## src/rtl/ssd_pkg.sv

```systemverilog
// Shared constants, phase encoding and select helper for the seven-segment scan controller.
package ssd_pkg;

    localparam int unsigned SSD_DEF_DIGITS  = 4;
    localparam int unsigned SSD_DEF_DIGIT_W = 4;
    localparam int unsigned SSD_MAX_DIGITS  = 16;
    localparam logic [SSD_DEF_DIGIT_W-1:0] SSD_BLANK_CODE = '1;
    localparam logic SSD_SEL_ACTIVE = 1'b0;

    typedef enum logic [1:0] {
        PH_GUARD = 2'd0,
        PH_LIT   = 2'd1,
        PH_DARK  = 2'd2
    } phase_e;

    // Digit idx of n maps to select bit n-1-idx; every other bit stays inactive.
    function automatic logic [SSD_MAX_DIGITS-1:0] one_cold(input int unsigned idx,
                                                           input int unsigned n);
        logic [SSD_MAX_DIGITS-1:0] sel;
        sel = '1;
        if (idx < n) sel[n-1-idx] = SSD_SEL_ACTIVE;
        return sel;
    endfunction

endpackage

```

## src/rtl/ssd_scan_ctl_n_if.sv

```systemverilog
// Bundle between the display data path (master) and the scan controller (slave).
interface ssd_scan_ctl_n_if #(
    parameter int unsigned NUM_DIGITS = 4,
    parameter int unsigned DIGIT_W    = 4,
    parameter int unsigned BRIGHT_W   = 10
);
    localparam int unsigned IDX_W = $clog2(NUM_DIGITS);

    logic [NUM_DIGITS*DIGIT_W-1:0] digits_in;
    logic [NUM_DIGITS-1:0]         digit_en;
    logic [BRIGHT_W-1:0]           brightness;
    logic [NUM_DIGITS-1:0]         ssd_ctl;
    logic [DIGIT_W-1:0]            ssd_in;
    logic [IDX_W-1:0]              scan_idx;
    logic                          frame_start;

    modport master (
        output digits_in, digit_en, brightness,
        input  ssd_ctl, ssd_in, scan_idx, frame_start
    );

    modport slave (
        input  digits_in, digit_en, brightness,
        output ssd_ctl, ssd_in, scan_idx, frame_start
    );
endinterface

```

## src/rtl/ssd_slot_timer.sv

```systemverilog
// Per-slot prescaler and phase decode (guard / lit / dark) for the scan controller.
module ssd_slot_timer
    import ssd_pkg::*;
#(
    parameter int unsigned DWELL_CYCLES = 1000,
    parameter int unsigned GUARD_CYCLES = 50,
    parameter int unsigned BRIGHT_W     = 10
) (
    input  logic                clk,
    input  logic                rst_n,
    input  logic [BRIGHT_W-1:0] bright,
    output phase_e              phase_c,
    output logic                slot_wrap_c
);
    localparam int unsigned CNT_W = (DWELL_CYCLES > 1) ? $clog2(DWELL_CYCLES) : 1;

    logic [CNT_W-1:0] slot_cnt;

    assign slot_wrap_c = (32'(slot_cnt) == DWELL_CYCLES - 1);

    always_ff @(posedge clk or negedge rst_n) begin
        if (!rst_n) begin
            slot_cnt <= '0;
        end else if (slot_wrap_c) begin
            slot_cnt <= '0;
        end else begin
            slot_cnt <= slot_cnt + 1'b1;
        end
    end

    // Post-guard offset never reaches the window end, so the lit test saturates by itself.
    always_comb begin
        phase_c = PH_DARK;
        if (32'(slot_cnt) + 32'd1 <= GUARD_CYCLES) begin
            phase_c = PH_GUARD;
        end else if (32'(slot_cnt) - GUARD_CYCLES < 32'(bright)) begin
            phase_c = PH_LIT;
        end
    end

endmodule

```

## src/rtl/ssd_scan_ctl_n.sv

```systemverilog
// Multiplexed seven-segment scan controller: digit index, frame snapshot and registered pin drive.
module ssd_scan_ctl_n
    import ssd_pkg::*;
#(
    parameter int unsigned NUM_DIGITS   = SSD_DEF_DIGITS,
    parameter int unsigned DIGIT_W      = SSD_DEF_DIGIT_W,
    parameter int unsigned DWELL_CYCLES = 1000,
    parameter int unsigned GUARD_CYCLES = 50,
    parameter int unsigned BRIGHT_W     = 10,
    parameter logic [DIGIT_W-1:0] BLANK_VAL = {DIGIT_W{1'b1}}
) (
    input logic             clk,
    input logic             rst_n,
    ssd_scan_ctl_n_if.slave bus
);
    localparam int unsigned IDX_W = $clog2(NUM_DIGITS);
    localparam int unsigned BUS_W = NUM_DIGITS * DIGIT_W;

    logic [IDX_W-1:0]          idx;
    logic                      frame_first;
    logic [BUS_W-1:0]          dig_snap, dig_eff;
    logic [NUM_DIGITS-1:0]     en_snap, en_eff;
    logic [BRIGHT_W-1:0]       bright_snap, bright_eff;
    phase_e                    phase_c;
    logic                      slot_wrap_c;
    logic [SSD_MAX_DIGITS-1:0] sel;
    logic [NUM_DIGITS-1:0]     ctl_nx;
    logic [DIGIT_W-1:0]        din_nx;

    // The frame's first cycle already uses the values being captured on that edge.
    assign dig_eff    = frame_first ? bus.digits_in  : dig_snap;
    assign en_eff     = frame_first ? bus.digit_en   : en_snap;
    assign bright_eff = frame_first ? bus.brightness : bright_snap;

    ssd_slot_timer #(
        .DWELL_CYCLES (DWELL_CYCLES),
        .GUARD_CYCLES (GUARD_CYCLES),
        .BRIGHT_W     (BRIGHT_W)
    ) u_timer (
        .clk         (clk),
        .rst_n       (rst_n),
        .bright      (bright_eff),
        .phase_c     (phase_c),
        .slot_wrap_c (slot_wrap_c)
    );

    always_ff @(posedge clk or negedge rst_n) begin
        if (!rst_n) begin
            idx         <= '0;
            frame_first <= 1'b1;
            dig_snap    <= '0;
            en_snap     <= '0;
            bright_snap <= '0;
        end else begin
            if (frame_first) begin
                dig_snap    <= bus.digits_in;
                en_snap     <= bus.digit_en;
                bright_snap <= bus.brightness;
            end
            if (slot_wrap_c) begin
                idx <= (idx == IDX_W'(NUM_DIGITS - 1)) ? '0 : idx + 1'b1;
            end
            frame_first <= slot_wrap_c && (idx == IDX_W'(NUM_DIGITS - 1));
        end
    end

    always_comb begin
        ctl_nx = '1;
        din_nx = BLANK_VAL;
        sel    = one_cold(32'(idx), NUM_DIGITS);
        if (phase_c == PH_LIT && en_eff[idx]) begin
            ctl_nx = sel[NUM_DIGITS-1:0];
            din_nx = dig_eff[32'(idx)*DIGIT_W +: DIGIT_W];
        end
    end

    always_ff @(posedge clk or negedge rst_n) begin
        if (!rst_n) begin
            bus.ssd_ctl     <= '1;
            bus.ssd_in      <= BLANK_VAL;
            bus.scan_idx    <= '0;
            bus.frame_start <= 1'b0;
        end else begin
            bus.ssd_ctl     <= ctl_nx;
            bus.ssd_in      <= din_nx;
            bus.scan_idx    <= idx;
            bus.frame_start <= frame_first;
        end
    end

endmodule

```

## src/flat_wrapper.sv

```systemverilog
// flat-port wrapper written by rule: the top's interface ports become plain ports
module ssd_scan_ctl_n_flat import ssd_pkg::*;
#(
    parameter int unsigned NUM_DIGITS   = SSD_DEF_DIGITS,
    parameter int unsigned DIGIT_W      = SSD_DEF_DIGIT_W,
    parameter int unsigned DWELL_CYCLES = 1000,
    parameter int unsigned GUARD_CYCLES = 50,
    parameter int unsigned BRIGHT_W     = 10,
    parameter logic [DIGIT_W-1:0] BLANK_VAL = {DIGIT_W{1'b1}}
)
  (clk, rst_n, bus_digits_in, bus_digit_en, bus_brightness, bus_ssd_ctl, bus_ssd_in, bus_scan_idx, bus_frame_start);
  ssd_scan_ctl_n_if #(.NUM_DIGITS(NUM_DIGITS), .DIGIT_W(DIGIT_W), .BRIGHT_W(BRIGHT_W)) bus_i ();
  input logic clk;
  input logic rst_n;
  input wire logic [$bits(bus_i.digits_in)-1:0] bus_digits_in;
  input wire logic [$bits(bus_i.digit_en)-1:0] bus_digit_en;
  input wire logic [$bits(bus_i.brightness)-1:0] bus_brightness;
  output wire logic [$bits(bus_i.ssd_ctl)-1:0] bus_ssd_ctl;
  output wire logic [$bits(bus_i.ssd_in)-1:0] bus_ssd_in;
  output wire logic [$bits(bus_i.scan_idx)-1:0] bus_scan_idx;
  output wire logic [$bits(bus_i.frame_start)-1:0] bus_frame_start;
  assign bus_i.digits_in = bus_digits_in;
  assign bus_i.digit_en = bus_digit_en;
  assign bus_i.brightness = bus_brightness;
  assign bus_ssd_ctl = bus_i.ssd_ctl;
  assign bus_ssd_in = bus_i.ssd_in;
  assign bus_scan_idx = bus_i.scan_idx;
  assign bus_frame_start = bus_i.frame_start;
  ssd_scan_ctl_n #(.NUM_DIGITS(NUM_DIGITS), .DIGIT_W(DIGIT_W), .DWELL_CYCLES(DWELL_CYCLES), .GUARD_CYCLES(GUARD_CYCLES), .BRIGHT_W(BRIGHT_W), .BLANK_VAL(BLANK_VAL)) u_core (.clk(clk), .rst_n(rst_n), .bus(bus_i));
endmodule
```

## config.mk

```make
export PLATFORM = sky130hd
export DESIGN_NAME = ssd_scan_ctl_n_flat
export DESIGN_NICKNAME = d
export VERILOG_FILES = /design/src/rtl/ssd_pkg.sv /design/src/rtl/ssd_scan_ctl_n_if.sv /design/src/rtl/ssd_slot_timer.sv /design/src/rtl/ssd_scan_ctl_n.sv /design/src/flat_wrapper.sv
export SDC_FILE = /design/constraint.sdc
export NUM_CORES = 1
export LEC_CHECK = 0
export ABC_AREA = 1
export ABC_CLOCK_PERIOD_IN_PS = 2550
export BUFFER_PORTS_ARGS = -buffer_cell sky130_fd_sc_hd__clkbuf_2
export CORE_ASPECT_RATIO = 1.2
export CORE_MARGIN = 3
export CORE_UTILIZATION = 55
export CTS_CLUSTER_SIZE = 8
export DETAILED_ROUTE_END_ITERATION = 7
export PLACE_DENSITY = 0.83
export SLEW_MARGIN = 20
export SYNTH_ARGS = -nofsm -noshare
export SYNTH_HDL_FRONTEND = slang
export SYNTH_SLANG_ARGS = --single-unit
```

## constraint.sdc

```tcl
create_clock -name clk -period 2.55 [get_ports clk]
set_input_delay 0.6375 -clock clk [delete_from_list [all_inputs] [get_ports clk]]
set_output_delay 0.6375 -clock clk [all_outputs]
set_load 0.005 [all_outputs]
```

==> summary.txt, run 1 <==
Run status
  • Outcome: completed

Layout
  • Area of the multi-input gates: 1230 um2
  • Fin nets: 429
  • P&R area growth vs syn: 13.1%
  • # fillers: 411
  • Share of cells above drive strength 1: 0.215
  • Post-route cell area: 3150 um2
  • Final antenna diode count: 0
  • Finished Core Util: 0.667
  • Register Area: 1360 um2

Placement
  • Placement Cell Area: 3060 um2
  • Placed wire-length estimate: 4360 um
  • Port Buffers: 42
  • Placer Congestion: 0.839

Clock network
  • Clock slew at reported path FFs: 100 ps
  • CTS tree: built
  • Post_cts resized: 0
  • Longest Clk Path Bufs: 2
  • CTS buffer count: 5
  • CTS Root Cell: clkbuf_8
  • Htree depth: 2
  • Post-CTS Hold Fix Bufs: 0
  • Skew-Pair Late Insertion Delay: 310 ps
  • Post-CTS setup buffers: 0
  • CTS Sinks: 54

Timing
  • Max Slew Vio Count: 0
  • Max Clk Rate: 0.435 GHz
  • Period utilisation layout: 0.901
  • Crit path time final: 2300 ps
  • Setup TNS: 0 ps
  • Final Hold Slack: 301 ps
  • Slew headroom: 0.619
  • Setup Skew: 9.11 ps
  • Worst-margin pin slew: 571 ps
  • RSZ-0062 raised after global routing: no
  • Final Hold Viols: 0
  • Final setup viols: 0

Floorplan
  • Die Ht: 84.0 um
  • Starting density of the core: 0.589
  • Row cnt: 27
  • Core ar.: 4730 um2
  • Die width: 71.0 um
  • I/O pin count: 43
  • Die area: 5960 um2

Hold path
  • Hold Crit Class: in -> async

Detailed routing
  • Highest routed layer: met4
  • Met1 Wirelength: 2380 um
  • DR vias: 2,275
  • Post-DR wirelength/cell: 13.0 um
  • First drt pass iteration count: 4
  • Wire length on met2: 3020 um
  • WL met3: 221 um
  • Final WL: 5710 um
  • # DRC: 0
  • First DRT Iteration DRCs: 162
  • Vias/cell: 5.18
  • DRT antenna net count: 0

Logic synthesis
  • EDFF count, synth: 0
  • Most frequent cell after synthesis: nand2_1
  • #FFs+latches synth: 54
  • Yosys top cell by area: dfrtp_1
  • Post-synth net total: 386
  • Register area share after synthesis: 0.489
  • Syn avg cell area: 8.27 um2
  • Largest cells by area after synthesis: dfrtp_1 (40%), nand2_1 (14%), dfstp_2 (8.5%), ha_1 (7.6%), inv_1 (5.4%)
  • Async SR Flop Fraction: 1.00
  • Number of synthesis warnings: 0
  • Synthesized area: 2790 um2
  • Synth cell types: 29
  • Top FF cell, synth: dfrtp_1
  • Synth cell count leaders: nand2_1 (107), dfrtp_1 (45), inv_1 (40), nor2_1 (26), o21ai_0 (22)
  • Cell count after synthesis: 337
  • Share of the synthesized area in the top cell type: 0.404

Critical path
  • Worst Setup End Kind: register
  • CP Max Fanout: 8
  • Register-to-Register Path Depth: 13
  • Worst Path Required: 2770 ps
  • WP data arrival: 2520 ps
  • WS Path Type: reg -> reg
  • CP startpoint kind: register

Global routing
  • First-pass GRT wire length: 10,200 um
  • Total GRT Usage: 0.209
  • Vias in the first global route: 2,273
  • Initial antenna violation count: 0
  • GRT overflow: 0
  • Largest net degree at the start of global routing: 34

Power
  • Leak Pwr: 1.64 nW
  • Peak VDD IR: 255 uV
  • Tot Pwr: 0.00137 W
  • PwrDens: 433 nW/um2

Flow run
  • MaxCap Viol Count: 0
-- per-layer routing --
metal,vias up,global-route usage
li1,1136,-
met1,1089,0.253
met2,43,0.379
met3,7,0.0325
met4,0,0.0581
met5,-,0
-- critical path, cell delays in order (launching register included) --
cell and delay (ps):
dfrtp_1 410, inv_1 150, ha_1 210, nand2_1 60, nand2_1 100, xor2_1 160
inv_1 60, ha_1 290, a21oi_1 190, nor2_1 60, a211oi_1 180, nand2_1 100
nand2_2 150, nand3_1 100
-- layout by cell type, fill, tap and decap left out, drive strengths merged --
cell type	synthesis	final
a211oi	1	1
a21oi	6	6
and2	3	3
and3	1	1
buf	6	4
clkbuf	4	48
clkinvlp	0	2
dfrtp	45	45
dfstp	9	9
ha	17	17
inv	40	40
nand2	108	108
nand3	17	17
nand3b	1	1
nor2	31	31
nor3	3	3
o211ai	2	2
o21ai	22	22
o21bai	1	1
o22a	4	4
or2	10	10
xnor2	1	1
xor2	5	5
-- state kept, by name (all words and copies together), names as in the netlist --
| name | flops |
|---|---|
| u_core.u_timer.slot_cnt | 10 |
| u_core.bus.frame_start | 1 |
| u_core.idx | 2 |
| u_core.bright_snap | 10 |
| u_core.en_snap | 4 |
| u_core.bus.scan_idx | 2 |
| u_core.bus.ssd_in | 4 |
| u_core.frame_first | 1 |
| u_core.bus.ssd_ctl | 4 |
| u_core.dig_snap | 16 |
-- final timing paths --
path	startpoint	to	slack (ps)
max	u_core.u_timer.slot_cnt[1]	u_core.bus.ssd_ctl[2]	250
min	rst_n	u_core.dig_snap[2]	300
max reg2reg	u_core.u_timer.slot_cnt[1]	u_core.bus.ssd_ctl[2]	250
min reg2reg	u_core.dig_snap[7]	u_core.dig_snap[7]	480
max in group asynchronous	rst_n	u_core.bus.ssd_ctl[0]	1600
min in group clk	u_core.dig_snap[7]	u_core.dig_snap[7]	480
-- kinds of logic after synthesis --
logic type	count (synthesis)	share of synthesized area
flops	54	0.489
buf+inv	50	0.0732
simple gates	174	0.268
xor+xnor	6	0.0189
fa+ha+maj	17	0.0763
compound gates	36	0.0750
-- cell type report --
type	count	share of cell area
Sequential cell	54	0.432
Multi-Input combinational cell	233	0.389
Inverter	40	0.0476
Clock buffer	6	0.0230
Clock inverter	2	0.00476
Tap cell	58	0.0230
Timing Repair Buffer	46	0.0802
-- power breakdown --
group          switching [W]  internal (W)
sequential                 0      0.000856
combinational      0.0000222     0.0000196
clock               0.000274      0.000194
total               0.000296       0.00107
-- stage by stage --
stage	setup WS, ps	std cells
2_1_floorplan	303	337
3_3_place_gp	289	431
3_5_place_dp	128	431
4_1_cts	108	439
5_1_grt	34.9	439
6_report	252	439
(Power assumes the default switching activity.)
==> run 2, diff against run 1 <==
--- a/config.mk
+++ b/config.mk
@@ -6,14 +6,15 @@
 export NUM_CORES = 1
 export LEC_CHECK = 0
 export ABC_AREA = 1
-export ABC_CLOCK_PERIOD_IN_PS = 2550
+export ABC_CLOCK_PERIOD_IN_PS = 1950
 export BUFFER_PORTS_ARGS = -buffer_cell sky130_fd_sc_hd__clkbuf_2
 export CORE_ASPECT_RATIO = 1.2
 export CORE_MARGIN = 3
-export CORE_UTILIZATION = 55
+export CORE_UTILIZATION = 51
 export CTS_CLUSTER_SIZE = 8
 export DETAILED_ROUTE_END_ITERATION = 7
-export PLACE_DENSITY = 0.83
+export PLACE_DENSITY = 0.81
+export RECOVER_POWER = 50
 export SLEW_MARGIN = 20
 export SYNTH_ARGS = -nofsm -noshare
 export SYNTH_HDL_FRONTEND = slang
==> constraint.sdc (replaced) <==
create_clock -name clk -period 1.95 [get_ports clk]
set_input_delay 0.4875 -clock clk [delete_from_list [all_inputs] [get_ports clk]]
set_output_delay 0.4875 -clock clk [all_outputs]
set_load 0.005 [all_outputs]
==> run 2 against run 1 <==
Compared with the run above:
- the run now ends with setup timing left
- via count rose by 0.18%
- hold slack better by 91 ps
- maximum frequency grew 6.4%
==> summary.txt, run 2 (synthesized netlist as in run 1, its figures left out) <==
Critical path
  • WP data arrival: 2380 ps
  • CP Max Fanout: 8
  • Worst Setup End Kind: register
  • Worst Path Required: 2170 ps
  • Register-to-Register Path Depth: 15
  • CP startpoint kind: register
  • WS Path Type: reg -> reg
  • Max incr delay on CP: 380 ps
  • Crit-path slowest cell: dfrtp_1
  • Crit-path cells: inv_2, ha_4, nand2_4, nand2_4, o21ai_4, nor2_2, o21ai_1, o21ai_1, ha_1, a21oi_2, nand2_1, inv_1, nand2_2, nor2_4, nand3_2

Power
  • Sw Ratio: 0.222
  • Peak VDD IR: 298 uV
  • PwrDens: 547 nW/um2
  • Sequential power share: 0.607
  • Leak Pwr: 1.72 nW
  • Clock Power Share: 0.366
  • Psw: 0.000410 W
  • Tot Pwr: 0.00185 W
  • P_int: 0.00144 W
  • Logic pwr share: 0.027

Global routing
  • Vias in the first global route: 2,362
  • Largest net degree at the start of global routing: 55
  • GRT overflow: 0
  • Total GRT Usage: 0.195
  • First-pass GRT wire length: 9870 um
  • Initial antenna violation count: 0

Clock network
  • CTS tree: built
  • Skew-Pair Late Insertion Delay: 310 ps
  • Longest Clk Path Bufs: 2
  • CTS buffer count: 5
  • Post-CTS Hold Fix Bufs: 0
  • CTS Root Cell: clkbuf_8
  • Clock slew at reported path FFs: 110 ps
  • Htree depth: 2
  • CTS Sinks: 54

Layout
  • P&R area growth vs syn: 21.0%
  • Most flops, register: u_core.dig_snap
  • Fin nets: 444
  • Finished Core Util: 0.659
  • Largest regs: u_core.dig_snap (16), u_core.bright_snap (10), u_core.u_timer.slot_cnt (10)
  • Max reg flops: 16
  • Share of cells above drive strength 1: 0.298
  • Post-route cell area: 3370 um2
  • Commonest non-fill, non-tap cell in the layout: nand2_1
  • Final antenna diode count: 0
  • Commonest cells after routing, fill and taps aside: nand2_1 (103), dfrtp_1 (45), clkbuf_2 (43)

Placement
  • Placement Cell Area: 3200 um2
  • DP Worst Slack: -208 ps
  • Placer Congestion: 0.846
  • Port Buffers: 42
  • Placed wire-length estimate: 4200 um

Detailed routing
  • # DRC: 0
  • Vias/cell: 5.00
  • DR vias: 2,279
  • DRT antenna net count: 0
  • Final WL: 5760 um
  • Post-DR wirelength/cell: 12.6 um
  • First drt pass iteration count: 4
  • First DRT Iteration DRCs: 78

Hold path
  • WHS Path Cells: 3
  • Hold Crit Class: in -> reg

Timing
  • Final setup viols: 8
  • RSZ-0062 raised after global routing: yes
  • Final Hold Viols: 0
  • Setup Skew: 12.4 ps
  • Final Hold Slack: 392 ps
  • Final worst slack: -210 ps
  • Period utilisation layout: 1.11
  • Slew headroom: 0.141
  • Max Clk Rate: 0.463 GHz
  • Max Slew Vio Count: 0
  • Worst-margin pin slew: 1290 ps
  • Crit path time final: 2160 ps

Floorplan
  • Die area: 6390 um2
  • Die Ht: 87.0 um
  • Core ar.: 5110 um2
  • Die width: 73.5 um
  • Starting density of the core: 0.545
  • I/O pin count: 43
  • Row cnt: 28

Run status
  • Outcome: complete, but fails checks
  • Failing checks: setup timing

Flow run
  • MaxCap Viol Count: 0
[run 2: cell type report]
cell class	count	area (um2)
tap	60	75.1
fill	416	1740
clock inverter	2	16.3
multi-input combinational	233	1340
sequential	54	1360
clock buffer	6	82.6
timing repair buffer	61	347
inverter	40	150
[run 2: metrics by stage]
stage	cells	TNS, ps
3_3_place_gp	447	-1180
5_1_grt	456	-2650
4_1_cts	456	-1270
3_5_place_dp	447	-1540
6_report	456	-1590
2_1_floorplan	337	-960
[run 2: per-layer routing]
metal / routed length [um] / global-route usage
met5: 0 / 0
met4: 114 / 0.0741
met3: 258 / 0.0358
met2: 2850 / 0.346
met1: 2540 / 0.230
[run 2: timing repair]
action / CTS / global route
setup buffers: 1 / 0
endpoints found under the setup margin: 8 / 8
gates resized for setup: 16 / 5
pin swaps: 11 / 8
[run 2: final timing paths]
check / slack [ps] / from / endpoint
worst max-delay path: -210 / u_core.u_timer.slot_cnt[2] / u_core.bus.ssd_ctl[1]
worst min-delay path: 390 / bus_digits_in[6] / u_core.dig_snap[6]
worst max register to register: -210 / u_core.u_timer.slot_cnt[2] / u_core.bus.ssd_ctl[1]
worst min register to register: 480 / u_core.dig_snap[14] / u_core.dig_snap[14]
max in group asynchronous: 640 / rst_n / u_core.bus.scan_idx[0]
min in group asynchronous: 520 / rst_n / u_core.bright_snap[0]
[run 2: power groups by stage]
stage	logic (W)	registers, W	clock network (W)
after floorplan	0.000000473	0.00114	0
after global placement	0.0000565	0.00114	0
after detailed placement	0.0000566	0.00114	0
after CTS	0.0000572	0.00112	0.000686
after global routing	0.0000592	0.00112	0.000724
final	0.0000507	0.00112	0.000675
[run 2: worst max-delay path, delay by kind of cell (launching register included)]
kind / cells / cell delay (ps)
simple gates: 7 / 660
fa+ha+maj: 2 / 480
compound gates: 4 / 440
flops: 1 / 380
buf+inv: 2 / 120
==> run 3, diff against run 2 <==
--- a/config.mk
+++ b/config.mk
@@ -8,12 +8,14 @@
 export ABC_AREA = 1
 export ABC_CLOCK_PERIOD_IN_PS = 1950
 export BUFFER_PORTS_ARGS = -buffer_cell sky130_fd_sc_hd__clkbuf_2
+export CELL_PAD_IN_SITES_DETAIL_PLACEMENT = 0
+export CELL_PAD_IN_SITES_GLOBAL_PLACEMENT = 2
 export CORE_ASPECT_RATIO = 1.2
 export CORE_MARGIN = 3
-export CORE_UTILIZATION = 51
+export CORE_UTILIZATION = 30
 export CTS_CLUSTER_SIZE = 8
 export DETAILED_ROUTE_END_ITERATION = 7
-export PLACE_DENSITY = 0.81
+export PLACE_DENSITY = 0.8
 export RECOVER_POWER = 50
 export SLEW_MARGIN = 20
 export SYNTH_ARGS = -nofsm -noshare
==> run 3 against run 2 <==
Compared with the run above:
- the flow still finishes with violations (setup timing)
- sequential share of layout area fell by 1.8 points
- worst setup slack better by 98 ps
- cell count up 15%
- non-clock buffer count up 10
- critical path type unchanged
==> summary.txt, run 3 (synthesized netlist as in run 1, its figures left out) <==
Clock network
  • Skew-Pair Late Insertion Delay: 310 ps
  • Post-CTS Hold Fix Bufs: 0
  • CTS tree: built
  • CTS Root Cell: clkbuf_8
  • Clock slew at reported path FFs: 100 ps
  • CTS Sinks: 54
  • CTS buffer count: 5
  • Htree depth: 2
  • Longest Clk Path Bufs: 2

Floorplan
  • Die area: 10,500 um2
  • Core ar.: 8800 um2
  • Die width: 94.0 um
  • Starting density of the core: 0.317
  • Die Ht: 112 um
  • Row cnt: 37
  • I/O pin count: 43

Detailed routing
  • Vias/cell: 4.34
  • Final WL: 6360 um
  • DRT antenna net count: 0
  • # DRC: 0
  • DR vias: 2,269
  • First drt pass iteration count: 4
  • First DRT Iteration DRCs: 55
  • Post-DR wirelength/cell: 12.2 um

Power
  • Sw Ratio: 0.213
  • Psw: 0.000412 W
  • Logic pwr share: 0.028
  • Sequential power share: 0.578
  • PwrDens: 550 nW/um2
  • Leak Pwr: 1.77 nW
  • Clock Power Share: 0.395
  • Peak VDD IR: 245 uV
  • P_int: 0.00153 W

Flow run
  • MaxCap Viol Count: 0

Timing
  • Final worst slack: -113 ps
  • Worst-margin pin slew: 994 ps
  • Final Hold Slack: 311 ps
  • RSZ-0062 raised after global routing: yes
  • Max Slew Vio Count: 0
  • Setup TNS: -866 ps
  • Crit path time final: 2060 ps
  • Max Clk Rate: 0.485 GHz
  • Slew headroom: 0.337
  • Period utilisation layout: 1.06
  • Setup Skew: 8.89 ps
  • Final setup viols: 8
  • Final Hold Viols: 0

Critical path
  • Register-to-Register Path Depth: 14
  • Reg2Reg Setup Slack: -110 ps
  • Worst Setup SP: u_core.u_timer.slot_cnt[2]
  • Crit-path slowest cell: dfrtp_1
  • Max incr delay on CP: 370 ps
  • CP Max Fanout: 8
  • Crit-path cells: inv_2, ha_4, nand2_2, nand2_2, o21ai_2, buf_4, xor2_1, ha_1, nand2_2, nor2_1, a211oi_1, nand2_1, nand2_4, nand3_2
  • WP data arrival: 2300 ps
  • Crit path buffers/inverters: 2
  • WS Path Type: reg -> reg
  • Worst Setup End Kind: register
  • CP top delay family: simple AND/OR/NAND/NOR gates
  • Most frequent cell on the critical path: nand2_2
  • Worst Path Required: 2190 ps
  • CP startpoint kind: register
  • Reg2Reg Launch Point: u_core.u_timer.slot_cnt[2]
  • Worst r2r dst: u_core.bus.ssd_in[3]

Placement
  • Port Buffers: 42
  • DP Worst Slack: -245 ps
  • Placement Cell Area: 3330 um2
  • Placed insts: 512
  • Placed wire-length estimate: 4890 um
  • Placer Congestion: 0.774

Run status
  • Failing checks: setup timing
  • Outcome: complete, but fails checks

Layout
  • Most flops, register: u_core.dig_snap
  • Largest regs: u_core.dig_snap (16), u_core.bright_snap (10), u_core.u_timer.slot_cnt (10)
  • Final std cells w/o fill: 523
  • P&R area growth vs syn: 26.5%
  • # fillers: 933
  • Max reg flops: 16
  • Post-route cell area: 3530 um2
  • Final antenna diode count: 0
  • Fin nets: 454
  • Commonest cells after routing, fill and taps aside: nand2_1 (102), dfrtp_1 (45), clkbuf_2 (41)
  • Share of cells above drive strength 1: 0.310
  • Commonest non-fill, non-tap cell in the layout: nand2_1

Global routing
  • Initial antenna violation count: 0
  • GRT overflow: 0
  • Vias in the first global route: 2,402
  • Largest net degree at the start of global routing: 38
  • Total GRT Usage: 0.130
  • First-pass GRT wire length: 11,100 um

Hold path
  • Hold Crit Class: in -> async
run 3: cell types whose count changed in the layout (fill, tap and decap cells not counted), moves of 2 or more:
cell / change
buf_4: +9
nand2_2: +3
clkbuf_1: +2
clkbuf_2: -2
nand2_4: -2
run 3: stage by stage:
stage                     power (W)  utilization
after floorplan             0.00114            -
after global placement      0.00120        0.379
after detailed placement    0.00120        0.379
after CTS                   0.00198        0.401
after global routing        0.00201        0.401
final                       0.00194        0.401
run 3: area by class of cell:
| class | instances | area (um2) | share of cell area |
|---|---|---|---|
| repair buffers | 71 | 435 | 0.123 |
| multi-input cells | 233 | 1320 | 0.375 |
| well taps | 117 | 146 | 0.0415 |
| flip-flops and latches | 54 | 1360 | 0.386 |
| clock inverters | 2 | 37.5 | 0.0106 |
| clock buffers | 6 | 72.6 | 0.0206 |
| inverters | 40 | 150 | 0.0426 |
run 3: per-layer routing:
metal / share of wire / up-vias / wire [um] / GRT usage
met5: 0 / - / 0 / 0
met4: 0.0077 / 0 / 49 / 0.0260
met3: 0.035 / 4 / 221 / 0.0203
met2: 0.51 / 36 / 3220 / 0.225
met1: 0.45 / 1041 / 2870 / 0.169
li1: - / 1188 / - / -
run 3: worst max-delay path by stage:
stage	to	cells after the start
floorplan	u_core.bus.ssd_ctl[0]	12
global placement	u_core.bus.ssd_in[1]	15
detailed placement	u_core.bus.ssd_in[3]	15
CTS	u_core.bus.ssd_in[3]	16
global route	u_core.bus.ssd_ctl[2]	16
finish	u_core.bus.ssd_in[3]	14
run 3: power groups by stage:
stage / clock network [W] / logic (W) / registers [W]
6_report: 0.000765 / 0.0000533 / 0.00112
4_1_cts: 0.000800 / 0.0000603 / 0.00112
2_1_floorplan: 0 / 0.000000473 / 0.00114
3_5_place_dp: 0 / 0.0000600 / 0.00114
5_1_grt: 0.000830 / 0.0000621 / 0.00112
3_3_place_gp: 0 / 0.0000585 / 0.00114
run 3: what timing repair did:
item                                   4_1_cts  5_1_grt
setup endpoints to repair                    8        8
gates resized for setup                     16        2
pin swaps                                    9        4
endpoints found under the hold margin        0        0
buffers inserted                             2        1
